### config.mk
export PLATFORM = sky130hd
export DESIGN_NAME = or_delta
export DESIGN_NICKNAME = d
export VERILOG_FILES = /design/src/rtl/replica_pkg.sv /design/src/rtl/or_delta_chk.sv /design/src/rtl/or_delta_dist_accum.sv /design/src/rtl/or_delta.sv
export SDC_FILE = /design/constraint.sdc
export NUM_CORES = 1
export LEC_CHECK = 0
export ABC_AREA = 1
export CAP_MARGIN = 20
export CELL_PAD_IN_SITES_DETAIL_PLACEMENT = 0
export CELL_PAD_IN_SITES_GLOBAL_PLACEMENT = 2
export CORE_ASPECT_RATIO = 1.75
export CORE_MARGIN = 5
export CORE_UTILIZATION = 27
export CTS_CLUSTER_SIZE = 14
export DETAILED_ROUTE_END_ITERATION = 6
export HOLD_SLACK_MARGIN = 0.12
export PLACE_DENSITY = 0.88
export SYNTH_ARGS = -nofsm -noshare
export SYNTH_HDL_FRONTEND = slang
export SYNTH_SLANG_ARGS = --single-unit
### constraint.sdc
create_clock -name clk -period 3.1 [get_ports clk]
set_input_delay 0.465 -clock clk [delete_from_list [all_inputs] [get_ports clk]]
set_output_delay 0.465 -clock clk [all_outputs]
set_load 0.05 [all_outputs]
### src/rtl/replica_pkg.sv
// Shared replica-level types: or-opt proposal record, move commands,
// tour-delta type and the or_delta sequencing states.
package replica_pkg;

    localparam int city_num = 8;
    localparam int city_w   = $clog2(city_num);
    localparam int dist_w   = 16;
    localparam int base_w   = 4;
    localparam int rmet_w   = 16;
    localparam int rexc_w   = 8;

    // Move command carried by every proposal: THR passes straight through.
    typedef enum logic [0:0] {
        THR = 1'b0,
        OR1 = 1'b1
    } com_t;

    typedef struct packed {
        com_t              com;
        logic [base_w-1:0] base_id;
        logic [city_w-1:0] k;
        logic [city_w-1:0] l;
        logic [rmet_w-1:0] r_metropolis;
        logic [rexc_w-1:0] r_exchange;
    } opt_t;

    // Signed tour-length delta; three guard bits hold +-3 full-scale edges.
    typedef logic signed [dist_w+2:0] delta_t;

    typedef enum logic [2:0] {
        IDLE  = 3'd0,
        PATH  = 3'd1,
        DIST  = 3'd2,
        DRAIN = 3'd3,
        DONE  = 3'd4
    } or_delta_state_t;

endpackage

### src/rtl/or_delta_chk.sv
// Simulation checker: accepted or-opt proposals must describe a legal move.
module or_delta_chk #(
    parameter int CITY_NUM = 8,
    parameter int CITY_W   = $clog2(CITY_NUM)
) (
    input logic              clk,
    input logic              reset,
    input logic              check_i,
    input logic [CITY_W-1:0] k_i,
    input logic [CITY_W-1:0] l_i
);

    logic legal_s;

    assign legal_s = (k_i != '0) && (int'(k_i) < CITY_NUM) && (int'(l_i) < CITY_NUM)
                     && (k_i != l_i) && (int'(k_i) != int'(l_i) + 1);

    a_legal_move: assert property (@(posedge clk) disable iff (reset) check_i |-> legal_s);

endmodule

### src/rtl/or_delta_dist_accum.sv
// Signed accumulator for edge lengths: clear has priority, each enabled
// input is zero-extended and either added or subtracted.
module dist_accum
    import replica_pkg::*;
#(
    parameter int DIST_W = dist_w
) (
    input  logic                     clk,
    input  logic                     reset,
    input  logic                     clear,
    input  logic                     en,
    input  logic                     sub,
    input  logic [DIST_W-1:0]        din,
    output logic signed [DIST_W+2:0] acc
);

    logic signed [DIST_W+2:0] acc_q;
    logic signed [DIST_W+2:0] acc_d;
    logic signed [DIST_W+2:0] ext_s;

    // Next accumulator value from clear/enable/sign controls.
    always_comb begin
        ext_s = $signed({3'b000, din});
        acc_d = acc_q;
        if (clear) begin
            acc_d = '0;
        end else if (en) begin
            if (sub) begin
                acc_d = acc_q - ext_s;
            end else begin
                acc_d = acc_q + ext_s;
            end
        end else begin
            acc_d = acc_q;
        end
    end

    // Accumulator register.
    always_ff @(posedge clk) begin
        if (reset) begin
            acc_q <= '0;
        end else begin
            acc_q <= acc_d;
        end
    end

    assign acc = acc_q;

endmodule

### src/rtl/or_delta.sv
// Or-opt tour-length delta: reads the five affected cities from the tour
// RAM, the six affected edges from the distance RAM, and reports
// new_len - old_len with a fixed 13-cycle latency (1 cycle for THR).
module or_delta
    import replica_pkg::*;
#(
    parameter int CITY_NUM = city_num,
    parameter int CITY_W   = $clog2(CITY_NUM),
    parameter int DIST_W   = dist_w
) (
    input  logic                     clk,
    input  logic                     reset,
    input  logic                     run_i,
    input  opt_t                     opt_i,
    output logic                     busy,
    output logic                     path_re,
    output logic [CITY_W-1:0]        path_raddr,
    input  logic [CITY_W-1:0]        path_rdata,
    output logic                     dist_re,
    output logic [2*CITY_W-1:0]      dist_raddr,
    input  logic [DIST_W-1:0]        dist_rdata,
    output logic                     run_o,
    output opt_t                     opt_o,
    output logic signed [DIST_W+2:0] delta_o
);

    or_delta_state_t state_q, state_d;
    logic [2:0]           step_q, step_d, step_inc_s;
    logic                 busy_q, busy_d;
    logic                 run_o_q, run_o_d;
    logic                 path_re_q, path_re_d;
    logic [CITY_W-1:0]    path_raddr_q, path_raddr_d;
    logic                 dist_re_q, dist_re_d;
    logic [2*CITY_W-1:0]  dist_raddr_q, dist_raddr_d;
    opt_t                 opt_q, opt_d;
    logic                 rex_cap_q, rex_cap_d;
    logic                 rd_vld_q, rd_vld_d;
    logic [2:0]           rd_idx_q, rd_idx_d;
    logic [4:0][CITY_W-1:0]   p_q, p_d;
    logic                 acc_en_q, acc_en_d;
    logic                 acc_sub_q, acc_sub_d;
    logic                 accept_s;
    logic                 acc_clr_s;
    logic [4:0][CITY_W-1:0]   path_addr_s;
    logic [5:0][2*CITY_W-1:0] edge_s;

    function automatic logic [CITY_W-1:0] wrap_inc(input logic [CITY_W-1:0] pos);
        if (int'(pos) == CITY_NUM - 1) begin
            return '0;
        end else begin
            return pos + CITY_W'(1);
        end
    endfunction

    // A proposal is taken in IDLE, or in DONE since that cycle returns to IDLE.
    assign accept_s   = run_i && ((state_q == IDLE) || (state_q == DONE));
    assign step_inc_s = step_q + 3'd1;
    assign acc_clr_s  = (accept_s && (opt_i.com == THR)) || ((state_q == DIST) && (step_q == 3'd0));

    // Tour positions to read and edges to fetch, in issue order.
    always_comb begin
        path_addr_s[0] = opt_q.k - CITY_W'(1);
        path_addr_s[1] = opt_q.k;
        path_addr_s[2] = wrap_inc(opt_q.k);
        path_addr_s[3] = opt_q.l;
        path_addr_s[4] = wrap_inc(opt_q.l);
        edge_s[0] = {p_q[0], p_q[1]};
        edge_s[1] = {p_q[1], p_q[2]};
        edge_s[2] = {p_q[3], p_q[4]};
        edge_s[3] = {p_q[0], p_q[2]};
        edge_s[4] = {p_q[3], p_q[1]};
        edge_s[5] = {p_q[1], p_q[4]};
    end

    // Sequencer: capture, path reads, distance reads, drain, result strobe.
    always_comb begin
        state_d      = state_q;
        step_d       = step_q;
        run_o_d      = 1'b0;
        path_re_d    = 1'b0;
        path_raddr_d = path_raddr_q;
        dist_re_d    = 1'b0;
        dist_raddr_d = dist_raddr_q;
        rex_cap_d    = 1'b0;
        opt_d        = opt_q;
        if (rex_cap_q) begin
            opt_d.r_exchange = opt_i.r_exchange;
        end else begin
            opt_d.r_exchange = opt_q.r_exchange;
        end
        case (state_q)
            IDLE, DONE: begin
                if (accept_s) begin
                    opt_d     = opt_i;
                    rex_cap_d = 1'b1;
                    step_d    = 3'd0;
                    if (opt_i.com == OR1) begin
                        state_d      = PATH;
                        path_re_d    = 1'b1;
                        path_raddr_d = opt_i.k - CITY_W'(1);
                    end else begin
                        state_d = DONE;
                        run_o_d = 1'b1;
                    end
                end else begin
                    state_d = IDLE;
                end
            end
            PATH: begin
                if (step_q == 3'd4) begin
                    state_d      = DIST;
                    step_d       = 3'd0;
                    dist_re_d    = 1'b1;
                    dist_raddr_d = edge_s[0];
                end else begin
                    step_d       = step_inc_s;
                    path_re_d    = 1'b1;
                    path_raddr_d = path_addr_s[step_inc_s];
                end
            end
            DIST: begin
                if (step_q == 3'd5) begin
                    state_d = DRAIN;
                    step_d  = 3'd0;
                end else begin
                    step_d       = step_inc_s;
                    dist_re_d    = 1'b1;
                    dist_raddr_d = edge_s[step_inc_s];
                end
            end
            DRAIN: begin
                state_d = DONE;
                run_o_d = 1'b1;
            end
            default: begin
                state_d = IDLE;
            end
        endcase
        busy_d    = (state_d != IDLE);
        acc_en_d  = dist_re_q;
        acc_sub_d = (state_q == DIST) && (step_q < 3'd3);
    end

    // Registers the tour RAM's returned cities in arrival order.
    always_comb begin
        p_d      = p_q;
        rd_vld_d = path_re_q;
        rd_idx_d = rd_idx_q;
        if (accept_s) begin
            rd_idx_d = 3'd0;
        end else if (rd_vld_q) begin
            p_d[rd_idx_q] = path_rdata;
            rd_idx_d      = rd_idx_q + 3'd1;
        end else begin
            rd_idx_d = rd_idx_q;
        end
    end

    // State, outputs and captured data.
    always_ff @(posedge clk) begin
        if (reset) begin
            state_q      <= IDLE;
            step_q       <= 3'd0;
            busy_q       <= 1'b0;
            run_o_q      <= 1'b0;
            path_re_q    <= 1'b0;
            path_raddr_q <= '0;
            dist_re_q    <= 1'b0;
            dist_raddr_q <= '0;
            opt_q        <= '0;
            opt_q.com    <= THR;
            rex_cap_q    <= 1'b0;
            rd_vld_q     <= 1'b0;
            rd_idx_q     <= 3'd0;
            p_q          <= '0;
            acc_en_q     <= 1'b0;
            acc_sub_q    <= 1'b0;
        end else begin
            state_q      <= state_d;
            step_q       <= step_d;
            busy_q       <= busy_d;
            run_o_q      <= run_o_d;
            path_re_q    <= path_re_d;
            path_raddr_q <= path_raddr_d;
            dist_re_q    <= dist_re_d;
            dist_raddr_q <= dist_raddr_d;
            opt_q        <= opt_d;
            rex_cap_q    <= rex_cap_d;
            rd_vld_q     <= rd_vld_d;
            rd_idx_q     <= rd_idx_d;
            p_q          <= p_d;
            acc_en_q     <= acc_en_d;
            acc_sub_q    <= acc_sub_d;
        end
    end

    dist_accum #(.DIST_W(DIST_W)) u_accum (
        .clk   (clk),
        .reset (reset),
        .clear (acc_clr_s),
        .en    (acc_en_q),
        .sub   (acc_sub_q),
        .din   (dist_rdata),
        .acc   (delta_o)
    );

    or_delta_chk #(.CITY_NUM(CITY_NUM), .CITY_W(CITY_W)) u_chk (
        .clk     (clk),
        .reset   (reset),
        .check_i (accept_s && (opt_i.com == OR1)),
        .k_i     (opt_i.k),
        .l_i     (opt_i.l)
    );

    assign busy       = busy_q;
    assign run_o      = run_o_q;
    assign path_re    = path_re_q;
    assign path_raddr = path_raddr_q;
    assign dist_re    = dist_re_q;
    assign dist_raddr = dist_raddr_q;
    assign opt_o      = opt_q;

endmodule

### After elaboration in Yosys (flattened, before gate mapping)

Index checks and enable logic that the tools add are counted.

| storage, ports and cells | value |
|---|---|
| bits in registers | 95 |
| bits in latches | 0 |
| bits in writable memories | 0 |
| memory bits (read-only) | 0 |
| bits of input ports | 57 |
| output and inout bits | 67 |
| word-level logic and storage cells | 115 |
| memories kept | 0 |

| cells by class | value |
|---|---|
| $add $sub $neg | 8 |
| multiply operators | 0 |
| div/mod/pow operators | 0 |
| order comparisons | 4 |
| eq/ne operators | 13 |
| shifts and indexed selects | 0 |
| mux-type cells | 40 |
| bitwise logic cells | 3 |
| reduce and logical (&&, ||, !) cells | 22 |

Operator list:

| operator | number |
|---|---|
| $mux W3 | 14 |
| $mux W8 | 3 |
| $add A19 B17 Y19 | 1 |
| $mux W19 | 1 |
| $sub A19 B17 Y19 | 1 |
| $bmux W6 S3 | 1 |
| $mux W6 | 3 |
| $bwmux W15 | 1 |
| $add A3 B1 Y3 const B | 4 |
| $pmux W3 S4 | 1 |
| $pmux W6 S2 | 1 |
| $ne A2 B2 Y1 const B | 5 |
| $bmux W3 S3 | 1 |
| $demux W3 S3 | 1 |
| $eq A3 B1 Y1 const B | 3 |
| $eq A3 B3 Y1 const B | 3 |
| $pmux W3 S3 | 1 |
| $lt A3 B4 Y1 const B | 2 |
| $mux W1 | 8 |
| $reduce_or A2 Y1 | 4 |
| $eq A3 B2 Y1 const B | 2 |
| $logic_not A3 Y1 | 2 |
| $pmux W1 S2 | 3 |
| $pmux W3 S2 | 1 |
| 11 further kinds | 23 |

### Logic depth before layout (Yosys ltp)

Gate-level depths: netlist of the first run.

| logic depth | value |
|---|---|
| word-level depth | 6 |
| gate-level depth with buffers | 19 |
| mapped depth without buffers | 19 |

### Cells and area by module

A second synthesis of the first run with hierarchy kept.

| second synthesis, totals | value |
|---|---|
| cell total of the unflattened synthesis | 859 |
| area total of the unflattened synthesis | 5636.7 sq um |

By module, submodules not included:

| module | instances | cells each | area each (sq um) | sequential area each (sq um) |
|---|---|---|---|---|
| or_delta | 1 | 487 | 3487.1 | 1521.5 |
| dist_accum | 1 | 372 | 2149.6 | 380.4 |

### Least setup slack after synthesis of the first run

OpenSTA, ideal clock, no wires.

| timing | value |
|---|---|
| path kind | in2reg |
| start point | input dist_rdata[1] |
| end point | register u_accum.acc_q[17] (netlist: u_accum.acc[17]) |
| library setup time | 0.109 ns |
| arrival time | 2.308 ns |
| required time | 2.991 ns |
| setup slack | 0.683 ns |
| cell stages on the path | 16 |
| path buffers | 0 |
| cells stage by stage | inv_1 ha_1 nand2_1 nor2_1 a21oi_1 nor2_1 xnor2_1 inv_1 ha_1 nand2_1 nor4_1 nand2_1 nand3_1 nand3_1 nand2_1 inv_1 |

| on the way | value |
|---|---|
| longest elaborated chain between the ends | 2 |
| elaborated cells between the ends (all ways) | 3 |
| those cells by class | add/sub: 2; mux: 1 |

RTL lines:

| item | RTL line | RTL |
|---|---|---|
| start, declared | or_delta.sv:21 | `input logic [DIST_W-1:0] dist_rdata,` |
| $add A19 B17 Y19 or $sub A19 B17 Y19 (tied branches) | or_delta_dist_accum.sv:31, or_delta_dist_accum.sv:29 |  |
| $mux W19 * | or_delta_dist_accum.sv:28 | `if (sub) begin` |
| end signal, assigned | or_delta_dist_accum.sv:41 | `acc_q <= '0;` |
| end signal, assigned | or_delta_dist_accum.sv:43 | `acc_q <= acc_d;` |
| end, declared | or_delta_dist_accum.sv:17 | `logic signed [DIST_W+2:0] acc_q;` |

Mark *: on every way between the ends. The rest lies on a longest branch, timed or not.
A chain may end at the register's enable or synchronous reset.

### Worst setup path after layout of the first run

| timing | value |
|---|---|
| start point | input dist_rdata[0] |
| end point | register u_accum.acc_q[18] (netlist: u_accum.acc[18]) |

Same word-level chain as after synthesis.

==> results of run 1 <==
## through the flow
step	area, sq um	power (mW)	utilization [%]	setup TNS (ps)	std cells
after detailed placement	7180	1.91	36.4	-1280	1184
after floorplan	5430	1.65	-	0	794
after CTS	7490	3.14	38.0	0	1200
after global routing	7520	3.24	38.1	0	1200
after global placement	7180	1.91	36.4	-1050	1184
final	7520	3.07	38.1	0	1200
## registers in the layout (all words and copies together), names as in the netlist, 3 cells and up
register,count
state_q,3
step_q,3
opt_o,35
u_accum.acc,19
rd_idx_q,3
edge_s,15
path_raddr,3
dist_raddr,6
## area by class of cell
type,instances,area [sq um]
Tap cell,245,307
Clock buffer,9,225
Inverter,101,387
Sequential cell,95,1900
Multi-Input combinational cell,573,3030
Fill cell,2173,12200
Clock inverter,7,86.3
Timing Repair Buffer,170,1580
## Yosys cell counts, drive strengths merged
master   number  area [sq um]
nor3          3          42.5
nand2       191           737
and2          1          6.26
nand4         6          37.5
o21ai        68           344
fa            1          20.0
clkinv        2          12.5
clkbuf        9          33.8
dfxtp        95          1900
o211ai        2          15.0
o22ai         8          50.1
or2           5          31.3
o21bai        2          15.0
nor4          1          6.26
a2111oi       1          8.76
xnor2        12           105
xor2         10          87.6
nand3        72           383
a211oi        2          20.0
a21oi        65           359
ha           29           363
or3           1          6.26
o31ai         1          7.51
a31oi         3          18.8
nor2         89           339
inv          99           374
buf          16           104
## worst max-delay path by stage
| stage | depth (start not counted) | to | startpoint |
|---|---|---|---|
| global route | 18 | u_accum.acc[17] | dist_rdata[0] |
| global placement | 18 | u_accum.acc[18] | dist_rdata[0] |
| finish | 18 | u_accum.acc[18] | dist_rdata[0] |
| CTS | 21 | u_accum.acc[15] | dist_rdata[0] |
| detailed placement | 18 | u_accum.acc[18] | dist_rdata[0] |
| floorplan | 16 | u_accum.acc[17] | dist_rdata[1] |
## routing by layer
layer	vias to the layer above	share of wire, %	track usage [%]
met5	-	0	0
met4	0	2.9	6.80
met3	22	4.4	3.46
met2	103	57	30.5
met1	2455	36	14.9
li1	2889	-	-
## where the power goes
part	total [mW]	internal, mW	switching (mW)
clock	1.19	0.645	0.543
sequential	1.29	1.27	0.0275
combinational	0.584	0.229	0.355
## cells by family (layout without fill, tap and decap cells)
family | after synthesis | after routing
AO/OA/AOI/OAI | 152 | 152
AND/OR/NAND/NOR | 369 | 369
XOR/XNOR | 22 | 22
buffers and inverters | 126 | 287
adder cells (fa/ha/maj) | 30 | 30
flip-flops | 95 | 95
## tightest hold or removal path: cells and delay by family (launching register included)
kind / cells / cell delay (ps)
flops: 1 / 320
simple gates: 1 / 30
buf+inv: 1 / 50
==> metrics.md, run 1 <==
| Metric | Value |
|---|---|
| Area grow syn2layout | 38.5% |
| Hold buffers post-CTS | 0 |
| Netlist cell types | 45 |
| Routed vias | 5,469 |
| Startpoint Class | input port |
| CTS root buffer | clkbuf_16 |
| Post-CTS setup buffers | 0 |
| Most common cell after layout, fill and taps aside | nand2_1 |
| Grt ovf | 0 |
| Max Freq | 343 MHz |
| Number of cells on the worst hold path | 2 |
| Final setup viols | 0 |
| Worst slew margin | 47.2% |
| Status | completed |
| Worst EP arrival | 3180 ps |
| First-pass GRT wire length | 28,100 microns |
| Hold worst-path end | acc_en_q |
| Synth Area in Compound Gates | 15.4% |
| WL per Instance | 14.3 microns |
| Die span in x | 117 microns |
| Worst IR Drop VDD | 376 uV |
| Final Hold Viols | 0 |
| RR Endpoint | u_accum.acc[18] |
| Synthesized instance count | 794 |
| Hold Crit Class | flip-flop to flip-flop |
| I/O pins | 124 |
| CP cell instances | clkdlybuf4s50_1 -> inv_1 -> buf_4 -> nand3_1 -> nor2_1 -> nand2_1 -> nand2_1 -> o21ai_0 -> xnor2_1 -> ha_1 -> a21oi_1 -> o21ai_0 -> a21oi_1 -> nand2_1 -> nand2_1 -> nand3_1 -> nand2_1 -> inv_1 |
| Die area | 23,200 sq um |
| Share of cells above drive strength 1 | 10.6% |
| Post-route minimum period | 2910 ps |
| Crit share post-route | 94.0% |
| Post-CTS resize count | 0 |
| Post-Synth Adder-Cell Area | 7.05% |
| Flops & latches, synth | 95 |
| Endpoint class of the critical path | flip-flop |
| Worst Reg-to-Reg Cells | 13 |
| Pwr/cell area | 408 nW/um^2 |
| Critical path's largest stage delay | 420 ps |
| Worst Slack Setup Final | 186 ps |
| Post-place setup slack | -181 ps |
| Post-synthesis simple-gate area fraction | 29.3% |
| Mux contribution to synthesized area | 0% |
| Vias in the first global route | 5,606 |
| Row count | 68 |
| Seq/Total Area, Yosys | 35.0% |
| Core area | 19,700 sq um |
| CP Class | input port to flip-flop |
| Antenna violations before repair | 0 |
| DRC Markers | 0 |
| P_leak | 3.24 nW |
| R2r startpoint | acc_sub_q |
| Syn_area_per_cell | 6.84 sq um |
| Post-Synth XOR/XNOR Area | 3.55% |
| CP Max Fanout | 5 |
| Placer Congestion | 0.790 |
| Max cap viols | 0 |
| RSZ-0062 raised after global routing | false |
| Max-slew violations | 0 |
| Crit path max-delay family | compound AO/OA/AOI/OAI gates |
| Worst Tran Pin Value | 791 ps |
| GRT Util Overall | 15.6% |
| Port Buffers | 123 |
| Hold slack | 439 ps |
| Hold path startpoint | dist_re |
| Largest family of logic cells by synthesized area | simple AND/OR/NAND/NOR gates |
| YS warnings | 0 |
| H-tree Lvls | 3 |
| Maximum root-to-sink buffer count | 2 |
| Largest net degree at the start of global routing | 51 |
| Top cell by count, worst path | nand2_1 |
| Post-Synthesis Cell Area | 5430 sq um |
| Latest clock arrival within the worst-skew pair | 360 ps |
| Critical Path RT | 3360 ps |
| Initial Utilization | 27.5% |
| Post-synth net total | 881 |
| TritonCTS clock tree | done |
| Skew final | 10.2 ps |
| Die Y | 198 microns |
| Dpl hpwl | 13,900 microns |
| DRT antenna net count | 0 |
| Crit-path slowest cell | clkdlybuf4s50_1 |
| Net count, final | 1,037 |
| Clk sink count | 95 |
| Worst-path clk slew | 70 ps |
| DR iter-0 viols | 152 |
| Most frequent cells in the layout | nand2_1, clkdlybuf4s50_1, dfxtp_1 |
| Via-to-Cell Ratio | 4.56 |
| Routed Wire Length | 17,200 microns |
| CTS buffer count | 9 |
| R2R setup slack | 680 ps |
| DRT Pass-1 Iters | 4 |
| Antenna diodes | 0 |
| WP buf/inv | 4 |
No activity file was read; power rests on OpenSTA's default activity.
==> inputs of run 2 (changes only) <==
--- a/config.mk
+++ b/config.mk
@@ -6,7 +6,7 @@
 export NUM_CORES = 1
 export LEC_CHECK = 0
 export ABC_AREA = 1
-export CAP_MARGIN = 20
+export CAP_MARGIN = 40
 export CELL_PAD_IN_SITES_DETAIL_PLACEMENT = 0
 export CELL_PAD_IN_SITES_GLOBAL_PLACEMENT = 2
 export CORE_ASPECT_RATIO = 1.75
==> constraint.sdc (replaced) <==
create_clock -name clk -period 2.9 [get_ports clk]
set_input_delay 0.435 -clock clk [delete_from_list [all_inputs] [get_ports clk]]
set_output_delay 0.435 -clock clk [all_outputs]
set_load 0.05 [all_outputs]
==> run 2 against run 1 <==
Register-to-register slack worse by 60 ps; design area up 2.0%; combinational power up 9.8%; largest cell class unchanged; highest routed layer unchanged.
==> metrics.md, run 2 (synthesis gave the netlist of run 1 again) <==
| Metric | Value |
|---|---|
| Status | completed |
| Post-route minimum period | 2720 ps |
| Die area | 23,200 sq um (unchanged) |
| Port Buffers | 123 (unchanged) |
| Antenna violations before repair | 0 (unchanged) |
| Share of cells above drive strength 1 | 13.4% (+2.8 points) |
| Met3 WL | 840 microns (+12%) |
| Latest clock arrival within the worst-skew pair | 360 ps (about the same) |
| DR top layer | met4 |
| Core area | 19,700 sq um (unchanged) |
| RSZ-0062 raised after global routing | true |
| Endpoint class of the critical path | flip-flop |
| Fillers | 2,166 (-0.32%) |
| Initial Utilization | 27.5% (unchanged) |
| Grt ovf | 0 (unchanged) |
| DRT Pass-1 Iters | 4 (unchanged) |
| P_leak | 3.27 nW (+0.84%) |
| First-pass GRT wire length | 27,600 microns (-1.7%) |
| Worst EP arrival | 2970 ps (-210 ps) |
| Metal1 wirelength | 6140 microns (-0.20%) |
| Worst IR Drop VDD | 323 uV (-14%) |
| WL per Instance | 14.5 microns (+1.3%) |
| Maximum root-to-sink buffer count | 2 (unchanged) |
| Die Y | 198 microns (unchanged) |
| CTS root buffer | clkbuf_16 |
| Startpoint Class | input port |
| Crit share post-route | 93.8% |
| CP Class | input port to flip-flop |
| CP Max Fanout | 5 (unchanged) |
| Net count, final | 1,044 (+0.68%) |
| Hold buffers post-CTS | 0 (unchanged) |
| Worst-path clk slew | 70 ps (about the same) |
| Hold slack | 449 ps (+10.4 ps) |
| GRT Util Overall | 15.4% (-0.18 points) |
| I/O pins | 124 (unchanged) |
| DRT antenna net count | 0 (unchanged) |
| Critical Path RT | 3150 ps (-210 ps) |
| Skew final | 9.79 ps (-0.390 ps) |
| Post-layout total power | 3.25 mW (+5.9%) |
| Routed Wire Length | 17,500 microns (+1.8%) |
| Max Freq | 368 MHz |
| Via-to-Cell Ratio | 4.54 (-0.39%) |
| Max reg flops | 35 (unchanged) |
| DR iter-0 viols | 236 (+55%) |
| Hold Crit Class | flip-flop to flip-flop |
| Met2 routed WL | 9880 microns (+1.3%) |
| Routed vias | 5,475 (+0.11%) |
| Die span in x | 117 microns (unchanged) |
| Most common cell after layout, fill and taps aside | nand2_1 |
| Largest net degree at the start of global routing | 51 (unchanged) |
| Final Hold Viols | 0 (unchanged) |
| Area grow syn2layout | 41.3% |
| Max-slew violations | 0 (unchanged) |
| Pwr/cell area | 423 nW/um^2 (+3.8%) |
| Clk sink count | 95 (unchanged) |
| Dpl hpwl | 14,000 microns (+0.87%) |
| Placer Congestion | 0.793 (+0.38%) |
| Worst slew margin | 46.4% (-0.77 points) |
| Final setup viols | 0 (unchanged) |
| CTS buffer count | 9 (unchanged) |
| Worst Tran Pin Value | 802 ps (+11.6 ps) |
| Max cap viols | 0 (unchanged) |
| H-tree Lvls | 3 (unchanged) |
| Vias in the first global route | 5,584 (-0.39%) |
| Antenna diodes | 0 (unchanged) |
| DRC Markers | 0 (unchanged) |
| Most frequent cells in the layout | nand2_1, clkdlybuf4s50_1, dfxtp_1 |
| Row count | 68 (unchanged) |
| TritonCTS clock tree | done |
==> run 2: worst max-delay path: stages <==
cell,delay (ps)
clkdlybuf4s50_1,440
inv_2,90
buf_4,100
nand3_1,100
nor2_2,170
nand2_1,80
nand2_2,90
o21ai_0,130
xnor2_1,160
ha_1,400
nand2_1,160
nor4_1,260
nand2_1,110
nand3_1,80
nand3_1,70
nand2_1,60
inv_1,30
==> run 2: layout make-up <==
type                    instances  area (sq um)  share of cell area [%]
multi-input cells             573          3150                    41.0
flip-flops and latches         95          1900                    24.8
repair buffers                177          1640                    21.3
inverters                     101           387                    5.04
well taps                     245           307                    4.00
clock buffers                   9           225                    2.94
clock inverters                 6          67.6                   0.881
==> run 2: metrics by stage <==
stage          setup TNS, ps  utilization [%]  area, sq um  setup slack (ps)  instances
3_5_place_dp           -3590             36.6         7230              -352       1190
4_1_cts                    0             38.1         7520              21.3       1205
6_report                   0             38.9         7670               180       1206
2_1_floorplan              0                -         5430               513        794
5_1_grt                -15.8             38.9         7670             -14.9       1206
3_3_place_gp           -3570             36.6         7230              -355       1190
==> run 2: repair_timing <==
action                     CTS  global route
setup endpoints to repair    0            12
gates resized for setup      0            33
setup buffers                0             1
==> run 2: power breakdown <==
part           switching, mW  internal (mW)
clock network          0.552          0.669
registers             0.0292           1.35
logic                  0.385          0.256
total                  0.967           2.28
==> run 2: worst paths after layout <==
check | to | startpoint | cells past startpoint | slack (ps)
setup / recovery | u_accum.acc[17] | dist_rdata[0] | 17 | 180
hold / removal | edge_s[7] | edge_s[7] | 2 | 450
setup reg to reg | u_accum.acc[17] | acc_sub_q | 14 | 620
hold reg to reg | edge_s[7] | edge_s[7] | 2 | 450
==> run 2: routing by layer <==
metal | global-route usage [%] | vias to the layer above
met2 | 29.9 | 108
li1 | - | 2894
met3 | 3.53 | 31
met1 | 14.4 | 2442
met4 | 7.74 | 0
met5 | 0 | -
==> inputs of run 3 (changes only) <==
--- a/config.mk
+++ b/config.mk
@@ -11,11 +11,11 @@
 export CELL_PAD_IN_SITES_GLOBAL_PLACEMENT = 2
 export CORE_ASPECT_RATIO = 1.75
 export CORE_MARGIN = 5
-export CORE_UTILIZATION = 27
+export CORE_UTILIZATION = 25
 export CTS_CLUSTER_SIZE = 14
 export DETAILED_ROUTE_END_ITERATION = 6
 export HOLD_SLACK_MARGIN = 0.12
-export PLACE_DENSITY = 0.88
+export PLACE_DENSITY = 0.86
 export SYNTH_ARGS = -nofsm -noshare
 export SYNTH_HDL_FRONTEND = slang
 export SYNTH_SLANG_ARGS = --single-unit
==> constraint.sdc (replaced) <==
create_clock -name clk -period 2.4 [get_ports clk]
set_input_delay 0.36 -clock clk [delete_from_list [all_inputs] [get_ports clk]]
set_output_delay 0.36 -clock clk [all_outputs]
set_load 0.05 [all_outputs]
==> run 3 against run 2 <==
Sequential power up 21%; design area up 8.5%; count of clock-buffer cells in the layout up 1; worst setup slack worse by 76 ps; die area up 7.4%; power up 20%; via count up 1.6%; sequential cell count unchanged; critical endpoint unchanged; highest routed layer is now met5.
==> metrics.md, run 3 (synthesis gave the netlist of run 1 again) <==
| Metric | Value |
|---|---|
| Status | completed |
| CP cell instances | buf_6 -> or2_4 -> nor3_4 -> nand3_2 -> o21ai_4 -> nand2_2 -> xnor2_2 -> ha_4 -> nand2_2 -> nor4_4 -> nand2_2 -> nand3_2 -> nand3_1 -> nand2_1 -> inv_1 |
| Latest clock arrival within the worst-skew pair | 340 ps (-20 ps) |
| Critical Path RT | 2650 ps (-500 ps) |
| Max Freq | 435 MHz |
| Initial Utilization | 25.3% (-2.3 points) |
| RSZ-0062 raised after global routing | true |
| Grt ovf | 0 (unchanged) |
| Dpl hpwl | 14,200 microns (+1.3%) |
| Crit-path slowest cell | ha_4 |
| Setup_tns | 0 ps (unchanged) |
| Most common cell after layout, fill and taps aside | nand2_1 |
| Post-route minimum period | 2300 ps |
| Startpoint Class | input port |
| Final Hold Viols | 0 (unchanged) |
| Die span in x | 121 microns (+3.6%) |
| Die area | 24,900 sq um (+7.4%) |
| Antenna violations before repair | 2 (+2) |
| Critical path's largest stage delay | 320 ps (-120 ps) |
| Final setup viols | 0 (unchanged) |
| Largest net degree at the start of global routing | 30 (-41%) |
| DRT Pass-1 Iters | 4 (unchanged) |
| Top cell by count, worst path | nand2_2 |
| Max-slew violations | 0 (unchanged) |
| Share of cells above drive strength 1 | 22.8% (+9.4 points) |
| WL per Instance | 14.1 microns (-2.4%) |
| CP Max Fanout | 4 (-1) |
| Most frequent cells in the layout | nand2_1, clkdlybuf4s50_1, dfxtp_1 |
| CP Class | input port to flip-flop |
| Maximum root-to-sink buffer count | 2 (unchanged) |
| P_leak | 3.46 nW (+5.9%) |
| DR iter-0 viols | 170 (-28%) |
| Endpoint class of the critical path | flip-flop |
| TritonCTS clock tree | done |
| GRT Util Overall | 14.7% (-0.75 points) |
| Core area | 21,500 sq um (+8.9%) |
| Post-place setup slack | -943 ps (-591 ps) |
| Crit share post-route | 95.7% |
| First-pass GRT wire length | 28,700 microns (+4.0%) |
| Placer Congestion | 0.843 (+6.3%) |
| H-tree Lvls | 3 (unchanged) |
| Max reg flops | 35 (unchanged) |
| Worst Tran Pin Value | 564 ps (-238 ps) |
| Area grow syn2layout | 53.2% |
| Routed vias | 5,562 (+1.6%) |
| Routed Wire Length | 18,000 microns (+3.1%) |
| Vias in the first global route | 5,667 (+1.5%) |
| Net count, final | 1,065 (+2.0%) |
| Clk sink count | 95 (unchanged) |
| Port Buffers | 123 (unchanged) |
| Die Y | 205 microns (+3.7%) |
| Via-to-Cell Ratio | 4.37 (-3.8%) |
| DRT antenna net count | 0 (unchanged) |
| Worst slew margin | 62.3% (+16 points) |
| Worst-path clk slew | 70 ps (about the same) |
| Worst EP arrival | 2550 ps (-420 ps) |
| Worst IR Drop VDD | 390 uV (+21%) |
| CTS buffer count | 9 (unchanged) |
| Row count | 71 (+4.4%) |
| Skew final | 7.22 ps (-2.57 ps) |
| Max cap viols | 0 (unchanged) |
| Hold Crit Class | flip-flop to flip-flop |
| CTS root buffer | clkbuf_16 |
| DRC Markers | 0 (unchanged) |
| Hold buffers post-CTS | 0 (unchanged) |
| Worst Slack Setup Final | 103 ps (-76.3 ps) |
| I/O pins | 124 (unchanged) |
| Hold slack | 440 ps (-9.29 ps) |
| Pwr/cell area | 467 nW/um^2 (+10%) |
| Share of the core filled with cells | 38.7% (-0.16 points) |
## run 3: cell types whose count changed in the layout (fill, tap and decap cells not counted), sizes merged, moves of 2 or more
cell / before / now
clkbuf: 9 / 11
clkdlybuf4s50: 123 / 111
buf: 54 / 77
clkdlybuf4s15: 0 / 2
dlygate4sd2: 0 / 6
## run 3: per-stage QoR
step / total power [mW] / area (sq um) / cells
final: 3.88 / 8320 / 1274
after global routing: 4.08 / 8320 / 1273
after detailed placement: 2.49 / 7390 / 1251
after global placement: 2.50 / 7390 / 1251
after CTS: 3.92 / 8030 / 1270
after floorplan: 2.13 / 5430 / 794
## run 3: path summary, 6_finish.rpt
kind              slack (ps)              end  cells after the start          start
setup reg to reg         190  u_accum.acc[10]                     15      acc_sub_q
hold / removal           440         rd_vld_q                      2        path_re
setup / recovery         100  u_accum.acc[17]                     15  dist_rdata[5]
hold reg to reg          440         rd_vld_q                      2        path_re
## run 3: area by class of cell
class,count,area [sq um]
clock inverter,4,31.3
clock buffer,10,239
multi-input combinational,573,3590
inverter,101,387
fill,2296,13200
timing repair buffer,198,1800
antenna,1,2.50
sequential,95,1900
tap,292,365
## run 3: critical path: cells and delay by family
family,cells,cell delay (ps)
simple gates,10,1380
buf+inv,2,120
compound gates,1,180
xor+xnor,1,170
fa+ha+maj,1,320
## run 3: layer usage
layer | wire length, microns | GRT usage [%]
met1 | 6500 | 14.2
met2 | 10200 | 28.9
met3 | 954 | 3.84
met4 | 367 | 5.61
met5 | 13 | 0
## run 3: what timing repair did
action | in CTS | in global routing
endpoints found under the setup margin | 13 | 11
buffers inserted | 5 | 3
gates resized for setup | 99 | 63
pin swaps | 41 | 43
cloned | 0 | 0
## run 3: report_power, final
part           switching [mW]  leakage (nW)  internal (mW)
Clock                   0.640         0.123          0.724
Sequential             0.0372         0.774           1.64
Combinational           0.502          2.57          0.343
